[src/rtl/iddr_deser.sv]
// rtl/iddr_deser.sv - IDDR Q1/Q2 deserializer with bit-slip and optional training alignment
// Purpose: collects one rising-edge (Q1) and one falling-edge (Q2) bit per enabled
//   C cycle and assembles them into WIDTH-bit words. A programmable bit-slip offset
//   selects the word window from a 2*WIDTH-bit history.
// Optional feature macro: AUTO_ALIGN_EN (training-pattern alignment FSM).
// Ports:
//   C          clock (same as IDDR C)
//   R_N        asynchronous active-low reset
//   CE         capture enable; 0 freezes capture state
//   Q1, Q2     IDDR rising / falling samples (Q1 is earlier in time)
//   BITSLIP    pulse: advance slip offset by one bit
//   ALIGN_REQ  pulse: start auto-alignment
//   DOUT       assembled word, MSB oldest
//   VALID      one-cycle strobe, DOUT is new
//   SLIP       current bit-slip offset
//   ALIGNED    training lock achieved
//   ALIGN_FAIL training exhausted all offsets
module iddr_deser #(
  parameter int WIDTH = 8,
  parameter logic [WIDTH-1:0] TRAIN_PATTERN = WIDTH'(8'hA5),
  parameter int MATCH_CNT = 4,
  localparam int SW = $clog2(WIDTH)
) (
  input  logic             C,
  input  logic             R_N,
  input  logic             CE,
  input  logic             Q1,
  input  logic             Q2,
  input  logic             BITSLIP,
  input  logic             ALIGN_REQ,
  output logic [WIDTH-1:0] DOUT,
  output logic             VALID,
  output logic [SW-1:0]    SLIP,
  output logic             ALIGNED,
  output logic             ALIGN_FAIL
);

  localparam int PW = $clog2(WIDTH / 2);
  localparam logic [PW-1:0] PH_LAST = PW'(WIDTH / 2 - 1);

  logic [2*WIDTH-1:0] hist;
  logic [PW-1:0]      ph;
  logic               pend;     // a word completed on the previous enabled edge
  logic               emit;
  logic [WIDTH-1:0]   word;
  logic [SW-1:0]      slip_inc;

  // Emission waits for an enabled edge so a frozen interface never strobes.
  assign emit     = CE & pend;
  assign word     = WIDTH'(hist >> SLIP);
  assign slip_inc = (SLIP == SW'(WIDTH - 1)) ? '0 : SLIP + SW'(1);

  always_ff @(posedge C or negedge R_N) begin
    if (!R_N) begin
      hist  <= '0;
      ph    <= '0;
      pend  <= 1'b0;
      DOUT  <= '0;
      VALID <= 1'b0;
    end else begin
      VALID <= emit;
      if (emit) DOUT <= word;
      if (CE) begin
        hist <= {hist[2*WIDTH-3:0], Q1, Q2};
        pend <= (ph == PH_LAST);
        ph   <= (ph == PH_LAST) ? '0 : ph + PW'(1);
      end
    end
  end

`ifdef AUTO_ALIGN_EN
  localparam int TW = $clog2(WIDTH + 1);

  typedef enum logic [2:0] {S_IDLE, S_SEARCH, S_CONFIRM, S_LOCKED, S_FAIL} state_t;

  state_t          state, state_nx;
  logic [TW-1:0]   tries, tries_nx;
  logic [3:0]      matches, matches_nx;
  logic [SW-1:0]   slip_nx;
  logic            hit;

  assign hit        = (word == TRAIN_PATTERN);
  assign ALIGNED    = (state == S_LOCKED);
  assign ALIGN_FAIL = (state == S_FAIL);

  always_ff @(posedge C or negedge R_N) begin
    if (!R_N) begin
      state   <= S_IDLE;
      tries   <= '0;
      matches <= '0;
      SLIP    <= '0;
    end else begin
      state   <= state_nx;
      tries   <= tries_nx;
      matches <= matches_nx;
      SLIP    <= slip_nx;
    end
  end

  always_comb begin
    state_nx   = state;
    tries_nx   = tries;
    matches_nx = matches;
    slip_nx    = SLIP;
    if (ALIGN_REQ) begin
      // Same action from every state: (re)start the search, keep SLIP.
      state_nx   = S_SEARCH;
      tries_nx   = '0;
      matches_nx = '0;
    end else begin
      case (state)
        S_SEARCH, S_CONFIRM: begin
          if (emit) begin
            if (hit) begin
              matches_nx = (state == S_SEARCH) ? 4'd1 : matches + 4'd1;
              state_nx   = (matches_nx == 4'(MATCH_CNT)) ? S_LOCKED : S_CONFIRM;
            end else begin
              matches_nx = '0;
              if (tries == TW'(WIDTH - 1)) begin
                // Last offset tried: SLIP stays on it.
                state_nx = S_FAIL;
                tries_nx = TW'(WIDTH);
              end else begin
                state_nx = S_SEARCH;
                tries_nx = tries + TW'(1);
                slip_nx  = slip_inc;
              end
            end
          end
        end
        default: begin
          if (BITSLIP) slip_nx = slip_inc;
        end
      endcase
    end
  end
`else
  logic unused_align;

  assign ALIGNED      = 1'b0;
  assign ALIGN_FAIL   = 1'b0;
  assign unused_align = ALIGN_REQ ^ (^TRAIN_PATTERN) ^ (MATCH_CNT != 0);

  always_ff @(posedge C or negedge R_N) begin
    if (!R_N)         SLIP <= '0;
    else if (BITSLIP) SLIP <= slip_inc;
  end
`endif

endmodule

[config.mk]
export PLATFORM = sky130hd
export DESIGN_NAME = iddr_deser
export DESIGN_NICKNAME = d
export VERILOG_FILES = /design/src/rtl/iddr_deser.sv
export SDC_FILE = /design/constraint.sdc
export NUM_CORES = 1
export LEC_CHECK = 0
export ABC_AREA = 0
export BUFFER_PORTS_ARGS = -buffer_cell sky130_fd_sc_hd__buf_2
export CORE_ASPECT_RATIO = 1.25
export CORE_MARGIN = 3
export CORE_UTILIZATION = 25
export DETAILED_ROUTE_END_ITERATION = 7
export GPL_TIMING_DRIVEN = 0
export PLACE_DENSITY_LB_ADDON = 0.3
export SLEW_MARGIN = 10
export SYNTH_ARGS = -nofsm -noshare
export SYNTH_HDL_FRONTEND = slang
export SYNTH_SLANG_ARGS = --single-unit
[constraint.sdc]
create_clock -name C -period 3.6 [get_ports C]
set_input_delay 0.72 -clock C [delete_from_list [all_inputs] [get_ports C]]
set_output_delay 0.72 -clock C [all_outputs]
set_load 0.05 [all_outputs]
; Word-level counts from Yosys, hierarchy flattened
; Index checks and enable logic that the tools add are counted.
; W data, S select, Z words.
[word_totals]
regBits = 31
output_inout_bits = 14
[classes]
n_addsub = 2
bitwise_logic = 1
shift = 1
n_eq_ne = 2
n_mux = 2
[ops]
columns = operator, n
row1 = $shr A16 B3 Y8, 1
row2 = $add A3 B1 Y3 const B, 1
row3 = $eq A3 B3 Y1 const B, 1
row4 = $mux W3, 1
row5 = $add A2 B1 Y2 const B, 1
row6 = $eq A2 B2 Y1 const B, 1
row7 = $mux W2, 1
row8 = $and A1 B1 Y1, 1

; Depth between registers and ports, before layout
[depth]
depth_word = 2
depth_mapped = 5

; Least setup slack after synthesis
; OpenSTA, ideal clock, no wires.
[synth_timing]
path_type = register -> register
from = reg SLIP[0]
to = reg DOUT[6]
n_path_buf = 1
path_slack_ns = 1.722
t_required_ns = 3.479
stages_incl_launch_ff = 5
setup_ns = 0.121
arrival_ns = 1.756
path_cell_list = dfrtp_1 > buf_2 > mux4_1 > nor2b_1 > o22a_1
[synth_via]
elab_chain_len = 1
[synth_lines]
columns = item, line
row1 = from (decl), 33  ; output logic [SW-1:0] SLIP,
row2 = from (signal assigned), 146  ; else if (BITSLIP) SLIP <= slip_inc;
row3 = $shr A16 B3 Y8, 50  ; assign word = WIDTH'(hist >> SLIP);
row4 = to (signal assigned), 62  ; if (emit) DOUT <= word;
row5 = to (decl), 31  ; output logic [WIDTH-1:0] DOUT,
; Every way passes these cells.
; A chain may end at the register's enable or synchronous reset.

; Final worst setup path
[layout_timing]
from = reg SLIP[1]
to = out SLIP[1]
; No word-level cell between the ends.

==> metrics.csv <==
metric,value,unit
status,completed,
number of diodes,0,
min Tclk post-route,1.67,ns
Pleak,0.000832,µW
die height,95.7,µm
Area Growth Syn to Fin,17.7,%
reg2reg start,SLIP[0],
Critical Path RT,2.88,ns
gr usage total,9.06,%
Crit path max-delay family,flip-flops,
vias in the first global route,1034,
Final Hold Fails,0,
vias per cell,4.34,
top layer in use,met4,
beginning of the critical path,SLIP[1],
Cell Rows,32,
Syn Inst Count,115,
WL met3,156,µm
slowest cell on the critical path,dfrtp_1,
total vias in the final route,977,
R2R Setup Slk,1.96,ns
Area contributors post-synth,"dfrtp_1 47%, mux2_2 14%, mux2i_1 9.3%, mux4_1 8.2%, mux4_2 4.2%",
Max Slew Vio Count,0,
largest net degree at the start of global routing,31,
initial antenna violation count,0,
Mapped Area,1610,µm²
htree depth,2,
CP Capture Point,SLIP[1],
PD cells,928,nW/µm²
Yosys cell types,23,
Clock Skew,0.00662,ns
relative slew slack,56.5,%
proportion of layout cells with a drive suffix above 1,39.3,%
clk root buf,clkbuf_8,
Port Buffers,16,
Max IR drop VDD,374,µV
Worst-path clk slew,0.06,ns
core area,6210,µm²
# IOs,21,
final setup margin,1.93,ns
Total Wirelength,2970,µm
CTS Buf Count,5,
FMAX,598,MHz
met2 WL,1490,µm
Final Setup Violations,0,
initial DRC count,26,
"commonest non-fill, non-tap cell in the layout",dfrtp_1,
Fillers,637,
post-detail-place hpwl,2220,µm
clock buffer depth,2,
Max-cap violations,0,
critical path class,reg2out,
setup bufs post-CTS,0,
critical path buffer and inverter count,1,
yosys warns,0,
Hold Crit Class,in2async,
CTS Hold Bufs,0,
Final Cycle Share,46.5,%
syn_area_per_cell,14.0,µm²
worst-path maximum fanout,3,
CTS tree,done,
RSZ-0062 raised after global routing,no,
Die W,77.8,µm
Crit path largest cell delay,0.40,ns
post-synth top area share,46.6,%
setup tns final,0,ns
Initial Util,25.9,%
cell taking the most area after synthesis,dfrtp_1,
worst reg2reg path depth,4,
Final GP Congestion,0.785,
first-pass GRT wire length,5120,µm
critical path depth,1,
Detail Route Antenna Nets,0,
DRC errors left,0,
met1 WL,1300,µm
WP data arrival,0.95,ns
die footprint,7450,µm²
dpl ws,1.73,ns
drt first pass iters,4,
Sink Count,30,
"FF+latch count, synth",30,
crit path cell chain,buf_2,
Congestion Overflow GR,0,
final net count,149,
WL/cell,13.2,µm
Resize count post-CTS,0,
worst slew pin tran,0.652,ns
crit end category,output pin,
register area share after synthesis,46.6,%
r2r endpoint,DOUT[2],
Startpoint Class,register,
most frequent cells in the layout,"30 x dfrtp_1, 20 x mux2_2, 19 x buf_2, 15 x mux2i_1",
clk_lat worst skew,0.28,ns
==> metrics by stage <==
step	std cells	power [µW]	hold WS [ns]	instance area, µm²	utilization (%)
floorplan	116	1300	0.424	1610	-
global placement	217	1470	0.470	1800	29.0
detailed placement	217	1500	0.486	1800	29.0
CTS	225	1790	0.496	1900	30.5
global route	225	1900	0.520	1900	30.5
finish	225	1760	0.469	1900	30.5
==> layout make-up <==
class / count / area (µm²) / share of cell area (%)
Multi-Input combinational cell: 75 / 783 / 41.3
Tap cell: 85 / 106 / 5.61
Timing Repair Buffer: 16 / 80.1 / 4.22
Clock inverter: 2 / 12.5 / 0.660
Inverter: 2 / 7.51 / 0.396
Buffer: 9 / 72.6 / 3.83
Clock buffer: 6 / 82.6 / 4.36
Sequential cell: 30 / 751 / 39.6
==> synthesized netlist by cell type <==
cell	number
clkbuf_1	1
buf_2	3
dfrtp_1	30
o21ai_0	2
conb_1	1
o22a_1	4
nor2_1	2
mux4_1	5
o221ai_1	4
nor2b_1	4
buf_6	1
mux4_2	3
nand2_1	6
buf_12	1
mux2i_1	15
o21ai_1	3
clkinv_1	1
nand2b_1	1
buf_4	3
nand3b_1	1
mux2_2	20
ha_1	3
inv_1	1
==> sequential cells by signal, summed over array words and instances, names as in the netlist <==
register	flops
DOUT	8
SLIP	3
VALID	1
hist	15
pend	1
ph	2
==> worst min-delay path by stage <==
| stage | start | to | slack [ns] | depth (start not counted) |
|---|---|---|---|---|
| detailed placement | DOUT[1] | DOUT[1] | 0.49 | 2 |
| floorplan | R_N | DOUT[0] | 0.42 | 0 |
| global placement | DOUT[1] | DOUT[1] | 0.47 | 2 |
| finish | R_N | ph[1] | 0.47 | 1 |
| global route | R_N | ph[1] | 0.52 | 1 |
| CTS | R_N | hist[8] | 0.50 | 1 |
==> logic make-up (layout without fill, tap and decap cells) <==
| family | Yosys count | in the layout | share of synthesized area, % |
|---|---|---|---|
| buffers and inverters | 11 | 35 | 4.97 |
| adders and majority gates | 3 | 3 | 2.33 |
| muxes | 43 | 43 | 35.7 |
| and+or+nand+nor | 14 | 14 | 4.27 |
| DFF | 30 | 30 | 46.6 |
| AOI/OAI and AO/OA | 13 | 13 | 5.90 |
| other | 1 | 2 | 0.233 |
==> power breakdown <==
group | switching (µW) | internal (µW) | leakage (µW) | total, µW
clock | 127 | 153 | 0.0000472 | 280
combinational | 515 | 400 | 0.000426 | 915
sequential | 102 | 463 | 0.000359 | 565
==> per-layer routing <==
| layer | vias to the layer above | global-route usage, % |
|---|---|---|
| li1 | 477 | - |
| met1 | 478 | 10.7 |
| met2 | 20 | 14.6 |
| met3 | 2 | 3.56 |
| met4 | 0 | 4.01 |
| met5 | - | 0 |
(Power assumes the default switching activity.)
